--- src/rtl/music_pkg.sv ---
// Shared widths, rates and state encoding for the song sequencer / note player path.
package music_pkg;

    localparam int unsigned NOTE_W    = 6;
    localparam int unsigned DUR_W     = 6;
    localparam int unsigned STEP_W    = 20;
    localparam int unsigned PHASE_W   = 22;

    localparam int unsigned REST_NOTE = 0;
    localparam int unsigned BEAT_HZ   = 48;
    localparam int unsigned SAMPLE_HZ = 48000;

    typedef enum logic [1:0] {
        ST_IDLE  = 2'd0,
        ST_FETCH = 2'd1,
        ST_LOAD  = 2'd2,
        ST_PLAY  = 2'd3
    } state_e;

endpackage

--- src/rtl/frequency_rom.sv ---
// 64-entry synchronous step-size ROM: entry n = round(f(n) * 2^PHASE_W / SAMPLE_HZ),
// with f(1) = A0 = 27.5 Hz, equal temperament, entry 0 (rest) = 0.
module frequency_rom
    import music_pkg::*;
(
    input  logic              clk,
    input  logic [NOTE_W-1:0] addr,
    output logic [STEP_W-1:0] rd_data
);

    logic [STEP_W-1:0] data_d;
    logic [STEP_W-1:0] data_q;

    always_comb begin
        data_d = '0;
        case (addr)
            6'd1:  data_d = 20'd2403;   6'd2:  data_d = 20'd2546;   6'd3:  data_d = 20'd2697;   6'd4:  data_d = 20'd2858;
            6'd5:  data_d = 20'd3028;   6'd6:  data_d = 20'd3208;   6'd7:  data_d = 20'd3398;   6'd8:  data_d = 20'd3600;
            6'd9:  data_d = 20'd3815;   6'd10: data_d = 20'd4041;   6'd11: data_d = 20'd4282;   6'd12: data_d = 20'd4536;
            6'd13: data_d = 20'd4806;   6'd14: data_d = 20'd5092;   6'd15: data_d = 20'd5395;   6'd16: data_d = 20'd5715;
            6'd17: data_d = 20'd6055;   6'd18: data_d = 20'd6415;   6'd19: data_d = 20'd6797;   6'd20: data_d = 20'd7201;
            6'd21: data_d = 20'd7629;   6'd22: data_d = 20'd8083;   6'd23: data_d = 20'd8563;   6'd24: data_d = 20'd9072;
            6'd25: data_d = 20'd9612;   6'd26: data_d = 20'd10184;  6'd27: data_d = 20'd10789;  6'd28: data_d = 20'd11431;
            6'd29: data_d = 20'd12110;  6'd30: data_d = 20'd12830;  6'd31: data_d = 20'd13593;  6'd32: data_d = 20'd14402;
            6'd33: data_d = 20'd15258;  6'd34: data_d = 20'd16165;  6'd35: data_d = 20'd17127;  6'd36: data_d = 20'd18145;
            6'd37: data_d = 20'd19224;  6'd38: data_d = 20'd20367;  6'd39: data_d = 20'd21578;  6'd40: data_d = 20'd22861;
            6'd41: data_d = 20'd24221;  6'd42: data_d = 20'd25661;  6'd43: data_d = 20'd27187;  6'd44: data_d = 20'd28803;
            6'd45: data_d = 20'd30516;  6'd46: data_d = 20'd32331;  6'd47: data_d = 20'd34253;  6'd48: data_d = 20'd36290;
            6'd49: data_d = 20'd38448;  6'd50: data_d = 20'd40734;  6'd51: data_d = 20'd43156;  6'd52: data_d = 20'd45722;
            6'd53: data_d = 20'd48441;  6'd54: data_d = 20'd51322;  6'd55: data_d = 20'd54373;  6'd56: data_d = 20'd57607;
            6'd57: data_d = 20'd61032;  6'd58: data_d = 20'd64661;  6'd59: data_d = 20'd68506;  6'd60: data_d = 20'd72580;
            6'd61: data_d = 20'd76896;  6'd62: data_d = 20'd81468;  6'd63: data_d = 20'd86312;
            default: data_d = '0;
        endcase
    end

    always_ff @(posedge clk) begin
        data_q <= data_d;
    end

    assign rd_data = data_q;

endmodule

--- src/rtl/note_player.sv ---
// Note player: latches a note, fetches its step size from frequency_rom and runs a phase
// accumulator for the note's duration in beats. Define NOTE_GAP_EN to silence the final beat.
module note_player
    import music_pkg::*;
(
    input  logic               clk,
    input  logic               reset,
    input  logic               play,
    input  logic [NOTE_W-1:0]  note,
    input  logic [DUR_W-1:0]   duration,
    input  logic               new_note,
    input  logic               beat,
    input  logic               sample_tick,
    output logic               note_done,
    output logic               active,
    output logic [STEP_W-1:0]  step_size,
    output logic [PHASE_W-1:0] phase
);

`ifdef NOTE_GAP_EN
    localparam bit GAP_EN = 1'b1;
`else
    localparam bit GAP_EN = 1'b0;
`endif

    state_e             state_d, state_q;
    logic [NOTE_W-1:0]  note_d, note_q;
    logic [DUR_W-1:0]   dur_d, dur_q;
    logic [DUR_W-1:0]   rem_d, rem_q;
    logic [STEP_W-1:0]  note_step_d, note_step_q;
    logic [STEP_W-1:0]  step_size_d, step_size_q;
    logic [PHASE_W-1:0] phase_d, phase_q;
    logic               done_d, done_q;
    logic               active_d, active_q;
    logic [STEP_W-1:0]  rom_data;

    frequency_rom u_rom (
        .clk     (clk),
        .addr    (note_q),
        .rd_data (rom_data)
    );

    // Articulation gap: last beat of a note lasting two or more beats is silent.
    function automatic logic in_gap(input logic [DUR_W-1:0] dur, input logic [DUR_W-1:0] rem);
        return GAP_EN && (dur >= DUR_W'(2)) && (rem == DUR_W'(1));
    endfunction

    always_comb begin
        state_d     = state_q;
        note_d      = note_q;
        dur_d       = dur_q;
        rem_d       = rem_q;
        note_step_d = note_step_q;
        step_size_d = step_size_q;
        done_d      = done_q;
        active_d    = active_q;
        phase_d     = phase_q;

        if (sample_tick && play) begin
            phase_d = phase_q + PHASE_W'(step_size_q);
        end

        // A new note always wins: abort whatever is in flight and any coincident beat.
        if (new_note) begin
            note_d      = note;
            dur_d       = duration;
            state_d     = ST_FETCH;
            done_d      = 1'b0;
            active_d    = 1'b0;
            step_size_d = '0;
        end else begin
            case (state_q)
                ST_IDLE: begin
                    step_size_d = '0;
                end
                ST_FETCH: begin
                    if (play) begin
                        state_d = ST_LOAD;
                    end
                end
                ST_LOAD: begin
                    if (play) begin
                        if (dur_q == '0) begin
                            state_d = ST_IDLE;
                            done_d  = 1'b1;
                        end else begin
                            note_step_d = (note_q == NOTE_W'(REST_NOTE)) ? '0 : rom_data;
                            step_size_d = note_step_d;
                            rem_d       = dur_q;
                            active_d    = 1'b1;
                            state_d     = ST_PLAY;
                        end
                    end
                end
                ST_PLAY: begin
                    if (!play) begin
                        step_size_d = '0;
                    end else if (beat) begin
                        if (rem_q == DUR_W'(1)) begin
                            rem_d       = '0;
                            state_d     = ST_IDLE;
                            done_d      = 1'b1;
                            active_d    = 1'b0;
                            step_size_d = '0;
                        end else begin
                            rem_d       = rem_q - DUR_W'(1);
                            step_size_d = in_gap(dur_q, rem_d) ? '0 : note_step_q;
                        end
                    end else begin
                        step_size_d = in_gap(dur_q, rem_q) ? '0 : note_step_q;
                    end
                end
                default: begin
                    state_d = ST_IDLE;
                end
            endcase
        end
    end

    always_ff @(posedge clk) begin
        if (reset) begin
            state_q     <= ST_IDLE;
            note_q      <= '0;
            dur_q       <= '0;
            rem_q       <= '0;
            note_step_q <= '0;
            step_size_q <= '0;
            phase_q     <= '0;
            done_q      <= 1'b1;
            active_q    <= 1'b0;
        end else begin
            state_q     <= state_d;
            note_q      <= note_d;
            dur_q       <= dur_d;
            rem_q       <= rem_d;
            note_step_q <= note_step_d;
            step_size_q <= step_size_d;
            phase_q     <= phase_d;
            done_q      <= done_d;
            active_q    <= active_d;
        end
    end

    assign note_done = done_q;
    assign active    = active_q;
    assign step_size = step_size_q;
    assign phase     = phase_q;

endmodule

--- config.mk ---
export PLATFORM = sky130hd
export DESIGN_NAME = note_player
export DESIGN_NICKNAME = d
export VERILOG_FILES = /design/src/rtl/music_pkg.sv /design/src/rtl/frequency_rom.sv /design/src/rtl/note_player.sv
export SDC_FILE = /design/constraint.sdc
export NUM_CORES = 1
export LEC_CHECK = 0
export BUFFER_PORTS_ARGS = -buffer_cell sky130_fd_sc_hd__buf_2
export CORE_MARGIN = 2
export CORE_UTILIZATION = 52
export CTS_CLUSTER_DIAMETER = 200
export DETAILED_ROUTE_END_ITERATION = 12
export PLACE_DENSITY = 0.75
export SLEW_MARGIN = 20
export SYNTH_ARGS = -nofsm -noshare
export SYNTH_HDL_FRONTEND = slang
export SYNTH_SLANG_ARGS = --single-unit
--- constraint.sdc ---
create_clock -name clk -period 2.4 [get_ports clk]
set_input_delay 0 -clock clk [delete_from_list [all_inputs] [get_ports clk]]
set_output_delay 0 -clock clk [all_outputs]
set_load 0.005 [all_outputs]
==> results of run 1 <==
## routing by layer
metal,up-vias,track usage
met1,2832,0.331
met3,34,0.0262
met2,241,0.451
met5,-,0
li1,2863,-
met4,0,0.105
## kinds of logic (layout without fill, tap and decap cells)
logic type                 count (synthesis)  in the layout  share of synthesized area
other                                      1              3                   0.000626
adders and majority gates                 36             36                     0.0765
AOI/OAI and AO/OA                        270            270                      0.276
xor gates and xnor gates                  16             16                     0.0234
DFF                                       95             95                      0.318
muxes                                     29             29                     0.0556
and+or+nand+nor                          235            235                      0.189
buffers and inverters                     83            146                     0.0618
## worst min-delay path by stage
stage / to / slack (ps) / from
3_3_place_gp: note_q[2] / 230 / note[2]
3_5_place_dp: note_q[2] / 240 / note[2]
4_1_cts: state_q[0] / 100 / new_note
2_1_floorplan: dur_q[0] / 150 / duration[0]
5_1_grt: state_q[0] / 140 / new_note
6_report: note_done / 100 / new_note
## registers in the layout, summed over array words and instances, names as in the netlist
name	flops
phase	22
note_step_q	17
step_size	17
u_rom.rd_data	17
dur_q	6
note_q	6
rem_q	6
state_q	2
active	1
note_done	1
## metrics by stage
stage                     instance area, µm²  setup TNS, ps  utilization
after floorplan                         6000              0            -
after global placement                  6440              0        0.569
after detailed placement                6460          -11.3        0.570
after CTS                               6880              0        0.608
after global routing                    6950          -77.7        0.614
final                                   6950              0        0.614
## timing repair
action / in CTS / in global routing
buffers inserted: 0 / 4
setup endpoints to repair: 2 / 6
cloned: 0 / 0
hold endpoints to repair: 12 / 0
pin swaps: 0 / 2
hold buffers: 12 / 0
resized for setup: 1 / 7
## power groups by stage
stage	clock network [mW]	logic, mW	registers [mW]
3_3_place_gp	0	0.677	1.76
2_1_floorplan	0	0.485	1.75
6_report	1.44	0.724	1.73
4_1_cts	1.47	0.710	1.73
3_5_place_dp	0	0.693	1.76
5_1_grt	1.52	0.800	1.74
## worst register-to-register path: stages, from the launching register on
cell	delay [ps]
dfxtp_1	350
ha_2	210
inv_1	60
fa_1	380
nand2b_4	180
a21oi_4	200
o2111ai_2	170
buf_4	190
a31oi_2	170
xnor2_1	90
a211oi_1	220
## final cells by class
| type | count | area, µm² |
|---|---|---|
| clock buffers | 9 | 225 |
| fillers | 990 | 4370 |
| flip-flops and latches | 95 | 1900 |
| inverters | 23 | 86.3 |
| well taps | 143 | 179 |
| clock inverters | 7 | 78.8 |
| multi-input cells | 589 | 3780 |
| repair buffers | 107 | 701 |
## layout by cell type, fill, tap and decap left out, types with 4 or more instances in the layout
cell type      instances
clkbuf_16              9
o31ai_1                5
nand3b_1               4
nand2b_1               8
o22ai_1                4
xnor2_1               14
a31oi_1                8
nand2_1               92
buf_2                 58
nor3_1                10
o311ai_0               4
dfxtp_1               94
a2111oi_0              5
nand3_1               14
and3_1                 6
ha_1                  34
inv_1                 21
o21ai_0               53
a21oi_1               96
nor2b_1               11
nand3_2               10
o21ai_1               19
nor2_1                61
a22oi_1               17
buf_4                 36
mux2i_1               22
o211ai_1              14
dlygate4sd3_1         12
a211oi_1               7
==> metrics.yaml, run 1 <==
status: "complete, no violations"
die_h_um: 111
crit_slowest_cell: "fa_1"
seqPwrFrac: 0.444
synth_area_um2: 5990
hold_path.class: "input port to flip-flop"
synth.avg_cell_area_um2: 7.83
drv_slew: 0
route.detailed.drc: 0
async_reset_ff_frac: 0
maxCapViolCount: 0
switching_power_mw: 1.13
critPathLaunchType: "flip-flop"
antenna_cells: 0
die_area_um2: 12400
grt_pass1_vias: 5641
initial_core_util: 0.529
timing.rr.start: "step_size[0]"
nNetsFinal: 879
power.density_nw_per_um2: 560
synth_area_leaders: "dfxtp_1 (32%), a21oi_1 (8.2%), ha_1 (7.3%)"
routed.top_layer: "met4"
setup_slack_ps: 99.3
synth_top_area_cell: "dfxtp_1"
synth_commonest_cells: "a21oi_1 (98), dfxtp_1 (95), nand2_1 (92), nor2_1 (61), o21ai_0 (53)"
hold_depth: 2
placed_cells_incl_taps: 941
ys_seq_elements: 95
p_comb_frac: 0.186
p_leak_nw: 2.75
finalPower_mw: 3.89
critPathTopFamily: "compound AO/OA/AOI/OAI gates"
overflow: 0
slowest_delay_ps: 380
grt_max_degree: 36
critPathKind: "flip-flop to flip-flop"
hpwl_um: 11800
yosysUniqueCellTypes: 72
met3WireLength_um: 878
synth_seq_area_share: 0.318
ctsRootBufferMaster: "clkbuf_16"
cp_max_fo: 4
fp-row-count: 39
finalSetupViolCount: 0
drt-met1-wl_um: 7140
die_w_um: 111
cts.path.max_buffers: 2
cp.depth: 10
clock_skew_ps: 7.37
final_layout_size_suffix_gt1_frac: 0.177
synth_cells: 765
synth_top_cell_area_share: 0.318
wl_met2_um: 7920
swShare: 0.290
vdd_drop_max_mv: 0.425
yosysMostFrequentCell: "a21oi_1"
clock_sinks: 95
holdWs_ps: 100
num_vias: 5970
cts_buffers: 9
pre_cts_ws_ps: -6.25
antenna_found_initial: 0
cp.required_ps: 2660
hold_violations: 0
synthFlopType: "dfxtp_1"
drtAntennaViolNets: 0
drt_iter0_markers: 475
r2r-end: "phase[12]"
htree_levels: 3
internal_power_mw: 2.76
r2r_slack_ps: 100
clkPwrFrac: 0.370
worstPathCellList: "ha_2 -> inv_1 -> fa_1 -> nand2b_4 -> a21oi_4 -> o2111ai_2 -> buf_4 -> a31oi_2 -> xnor2_1 -> a211oi_1"
worst_r2r_path_depth: 10
grt_first_pass_wirelength_um: 26900
path_clk_slew_ps: 70
rsz0062_at_grt: "yes"
path_buf_inv: 2
wl_um: 16400
grt_usage: 0.259
synth_edf_count: 0
post-route-min-period_ps: 2300
end_kind: "flip-flop"
synthToLayoutAreaGrowth_pct: 16.1
fmax_ghz: 0.435
max_slew_margin: 0.509
critPathLaunch: "step_size[0]"
gp_congestion: 0.983
cts_tree: "yes"
fp.coreArea_um2: 11300
period_share: 0.959
clk_latency_ps: 340
io-pin-count: 62
critPathCapture: "phase[12]"
finalNonFillerCells: 973
io_buffers: 58
worstMarginPinSlew_ps: 736
vias_per_cell: 6.14
wl_per_cell_um: 16.8
yosys_warnings: 0
first_pass_iters: 6
crit_arrival_ps: 2560
Power figures use the tool's default switching activity.
==> inputs of run 2 (changes only) <==
Settings changed: PLACE_DENSITY 0.75 to 0.78.
Clock period 2.4 ns to 2 ns, I/O delays scaled along.
==> run 2 against run 1 <==
  * The flow now finishes with violations (negative setup slack)
  * Via count grew 4.1%
  * Hold slack worse by 50 ps
  * Largest cell class unchanged
  * Register-to-register slack worse by 220 ps
  * Sequential power grew 20%
  * Maximum frequency increased by 8.4%
==> metrics.yaml, run 2 (synthesis gave the netlist of run 1 again) <==
grt_first_pass_wirelength_um: 28500
worstPathCellList: "ha_4 -> inv_2 -> fa_2 -> nand2b_4 -> a21oi_4 -> o2111ai_4 -> a21oi_2 -> o21ai_1 -> mux2_1"
nFillCells: 877
multi_input_area_um2: 3950
worstMarginPinSlew_ps: 743
rsz0062_at_grt: "yes"
fp-row-count: 39
maxCapViolCount: 0
end_kind: "flip-flop"
cts_buffers: 9
clock_sinks: 95
layout_commonest_cell: "a21oi_1"
io-pin-count: 62
overflow: 0
slowest_delay_ps: 350
largest_reg_flops: 22
final_cell_mix: "a21oi_1 (95), nand2_1 (92), dfxtp_1 (89)"
cts.path.max_buffers: 2
antenna_cells: 0
grt_usage: 0.276
post-route-min-period_ps: 2120
fp.coreArea_um2: 11300
grt_max_degree: 38
finalSetupViolCount: 4
first_pass_iters: 5
path_clk_slew_ps: 70
nNetsFinal: 923
gp_congestion: 1.04
grt_pass1_vias: 5818
busiest_layer: "met2"
tns_ps: -258
io_buffers: 58
seqCellArea_um2: 1910
period_share: 1.06
power.density_nw_per_um2: 633
hold_path.class: "input port to flip-flop"
final_layout_size_suffix_gt1_frac: 0.247
violations: "negative setup slack"
crit_arrival_ps: 2350
hold_violations: 0
antenna_found_initial: 0
cp.required_ps: 2230
setup_slack_ps: -123
vias_per_cell: 6.12
critPathLaunchType: "flip-flop"
status: "finished, violations left"
num_vias: 6213
synthToLayoutAreaGrowth_pct: 24.6
pre_cts_ws_ps: -198
p_leak_nw: 2.98
wl_um: 17600
crit_slowest_cell: "dfxtp_2"
drt_iter0_markers: 608
cts_tree: "yes"
drtAntennaViolNets: 0
max_slew_margin: 0.504
met1_usage: 0.358
die_area_um2: 12400
grtUsageMet2: 0.467
clk_latency_ps: 340
wl_per_cell_um: 17.3
die_w_um: 111
die_h_um: 111
ctsRootBufferMaster: "clkbuf_16"
vdd_drop_max_mv: 0.482
htree_levels: 3
fmax_ghz: 0.471
critPathKind: "flip-flop to flip-flop"
hpwl_um: 12300
clock_skew_ps: 15.1
grtUsageMet3: 0.0372
initial_core_util: 0.529
route.detailed.drc: 0
cp_max_fo: 5
drv_slew: 0
## run 2: worst paths after layout
kind / startpoint / endpoint / slack, ps / depth (start not counted)
max: phase[0] / phase[20] / -120 / 9
min: reset / dur_q[5] / 50 / 2
max reg2reg: phase[0] / phase[20] / -120 / 9
min reg2reg: note_step_q[8] / note_step_q[8] / 450 / 2
## run 2: final cells by class
| type | instances | area share |
|---|---|---|
| clock buffers | 11 | 0.0312 |
| repair buffers | 151 | 0.142 |
| flip-flops and latches | 95 | 0.256 |
| multi-input cells | 589 | 0.529 |
| inverters | 23 | 0.0116 |
| clock inverters | 4 | 0.00637 |
| well taps | 143 | 0.0240 |
## run 2: what timing repair did
item	4_1_cts	5_1_grt
hold buffers	13	0
pin swaps	7	7
setup endpoints to repair	8	38
setup buffers	3	3
gates cloned	0	0
endpoints found under the hold margin	14	0
gates resized for setup	7	35
## run 2: metrics by stage
stage                      util  area, µm²  power [mW]  instances  hold WS, ps
after floorplan               -       6040        2.68        767          147
after global routing      0.659       7460        4.90       1016         82.8
after global placement    0.603       6830        2.99        983          234
after CTS                 0.644       7290        4.67       1014         52.6
after detailed placement  0.603       6830        3.02        983          243
final                     0.659       7460        4.72       1016         50.1
## run 2: per-layer routing
| metal | vias to the layer above | share of wire |
|---|---|---|
| met5 | - | 0 |
| met4 | 0 | 0.025 |
| met3 | 44 | 0.068 |
| met2 | 299 | 0.49 |
| met1 | 2918 | 0.42 |
| li1 | 2952 | - |
## run 2: report_power, final
| part | total, mW | switching [mW] | internal, mW |
|---|---|---|---|
| clock | 1.66 | 0.703 | 0.959 |
| sequential | 2.08 | 0.0829 | 1.99 |
| combinational | 0.986 | 0.571 | 0.415 |
## run 2: worst max-delay path: cells and delay by family (launching register included)
kind	cells	cell delay, ps
AO/OA/AOI/OAI	4	660
adder cells (fa/ha/maj)	2	480
buffers and inverters	1	40
flip-flops	1	350
multiplexers	1	330
AND/OR/NAND/NOR	1	160
==> inputs of run 3 (changes only) <==
Settings changed: BUFFER_PORTS_ARGS -buffer_cell sky130_fd_sc_hd__buf_2 to unset, DONT_BUFFER_PORTS set to 1, PLACE_DENSITY 0.78 to 0.73.
==> run 3 against run 2 <==
  * The run still ends with negative setup slack left
  * Final area increased by 2.1%
  * Critical path depth stayed put
  * Wire length increased by 7.4%
  * Register-to-register slack got worse by 20 ps
  * Combinational power is essentially flat
  * Clock-buffer cell count down 1
  * Non-clock buffer count down 19
  * Die area stayed put
  * Clock skew shrank 6.9 ps
  * First-iteration DRC count is 1.2% higher
  * Maximum frequency fell by 0.84%
  * Sequential share of layout area decreased by 0.39 points
  * Largest cell class unchanged
==> metrics.yaml, run 3 (synthesis gave the netlist of run 1 again) <==
vdd_drop_max_mv: 0.517
rsz0062_at_grt: "yes"
crit_arrival_ps: 2380
die_area_um2: 12400
r2r-end: "phase[13]"
end_kind: "flip-flop"
seqPwrFrac: 0.432
cts_buffers: 9
switching_power_mw: 1.39
drv_slew: 0
p_comb_frac: 0.205
finalNonFillerCells: 997
multi_input_area_um2: 4030
clock_sinks: 95
critPathTopFamily: "compound AO/OA/AOI/OAI gates"
grt_first_pass_wirelength_um: 28800
nNetsFinal: 904
pre_cts_ws_ps: -162
route.detailed.drc: 0
worstPathCellList: "ha_4 -> o211ai_1 -> o211ai_1 -> buf_4 -> buf_4 -> a21boi_4 -> o31ai_4 -> nor4b_2 -> a211o_1"
critPathKind: "flip-flop to flip-flop"
grt_usage: 0.282
hold_depth: 3
p_leak_nw: 2.94
worstMarginPinSlew_ps: 695
violations: "negative setup slack"
gp_congestion: 1.00
synthToLayoutAreaGrowth_pct: 27.3
internal_power_mw: 3.42
clkPwrFrac: 0.362
tns_ps: -1030
worst_hold_path.endpoint: "rem_q[0]"
hold_violations: 0
drtAntennaViolNets: 0
clock_skew_ps: 8.24
fmax_ghz: 0.467
overflow: 0
initial_core_util: 0.529
cp_max_fo: 4
seqCellArea_um2: 1920
critPathLaunchType: "flip-flop"
vias_per_cell: 6.29
r2r_slack_ps: -140
timing.rr.start: "step_size[4]"
path_clk_slew_ps: 70
hpwl_um: 12100
status: "finished, violations left"
antenna_found_initial: 0
io-pin-count: 62
layout_commonest_cell: "buf_4"
slowest_delay_ps: 340
htree_levels: 3
period_share: 1.07
setup_slack_ps: -141
first_pass_iters: 5
cp.required_ps: 2240
die_h_um: 111
ctsRootBufferMaster: "clkbuf_16"
swShare: 0.289
die_w_um: 111
final_cell_mix: "buf_4 (99), nand2_1 (92), a21oi_1 (87)"
power.density_nw_per_um2: 630
maxCapViolCount: 0
num_vias: 6271
fp.coreArea_um2: 11300
max_slew_margin: 0.535
grt_pass1_vias: 5880
finalSetupViolCount: 11
io_buffers: 0
crit_slowest_cell: "dfxtp_2"
wl_um: 18900
worst_r2r_path_depth: 9
fp-row-count: 39
post-route-min-period_ps: 2140
nFillCells: 859
largest_reg_flops: 22
grt_max_degree: 66
placed_cells_incl_taps: 942
hold_path.class: "input port to flip-flop"
antenna_cells: 0
cts_tree: "yes"
finalPower_mw: 4.81
worstHoldStart: "new_note"
path_buf_inv: 2
cts.path.max_buffers: 2
drt_iter0_markers: 615
final_layout_size_suffix_gt1_frac: 0.238
wl_per_cell_um: 19.0
clk_latency_ps: 350
## run 3: cell types whose count changed in the layout (fill, tap and decap cells not counted), moves of 2 or more
cell           before  now
dfxtp_4             0    2
dlygate4sd3_1      13   28
a21oi_2             1    9
ha_4                4    6
dfxtp_2             6    9
dfxtp_1            89   84
buf_4              76   99
a21oi_1            95   87
clkbuf_1            2    0
buf_2              58    0
## run 3: how the worst max path moves through the flow
stage	endpoint	slack [ps]	depth (start not counted)	startpoint
finish	phase[13]	-140	9	step_size[4]
global route	phase[14]	-210	10	phase[0]
CTS	phase[20]	-70	9	phase[0]
detailed placement	phase[19]	-160	7	step_size[1]
global placement	phase[18]	-90	9	phase[0]
floorplan	phase[18]	-30	9	phase[0]
## run 3: timing repair
item | CTS | global route
pin swaps | 13 | 23
gates resized for setup | 16 | 50
endpoints found under the setup margin | 12 | 32
hold buffers | 27 | 2
setup buffers | 3 | 8
endpoints found under the hold margin | 61 | 39
## run 3: power by group through the flow
stage	Clock (mW)	Combinational (mW)	Sequential, mW
6_report	1.74	0.987	2.08
5_1_grt	1.82	1.07	2.09
4_1_cts	1.76	0.897	2.07
3_5_place_dp	0	0.850	2.11
3_3_place_gp	0	0.829	2.10
2_1_floorplan	0	0.585	2.10
## run 3: layer usage
layer  track usage  vias up  routed length, µm
li1              -     2918                  -
met1         0.357     2967               7700
met2         0.471      331               9100
met3        0.0590       55               1560
met4         0.115        0                554
met5             0        -                  0
## run 3: per-stage QoR
stage           util  hold WS [ps]  area (µm²)
2_1_floorplan      -           147        6040
3_3_place_gp   0.588          72.1        6650
3_5_place_dp   0.588          76.9        6650
4_1_cts        0.646          -296        7320
5_1_grt        0.673          56.9        7620
6_report       0.673          52.0        7620
## run 3: worst min-delay path, delay by kind of cell
family | cells | cell delay [ps]
simple gates | 1 | 80
compound gates | 2 | 280
## run 3: final cells by class
class                           instances  share of cell area
Multi-Input combinational cell        589               0.529
Sequential cell                        95               0.252
Timing Repair Buffer                  132               0.145
Clock buffer                           10              0.0313
Tap cell                              143              0.0235
Inverter                               23              0.0113
Clock inverter                          5             0.00771
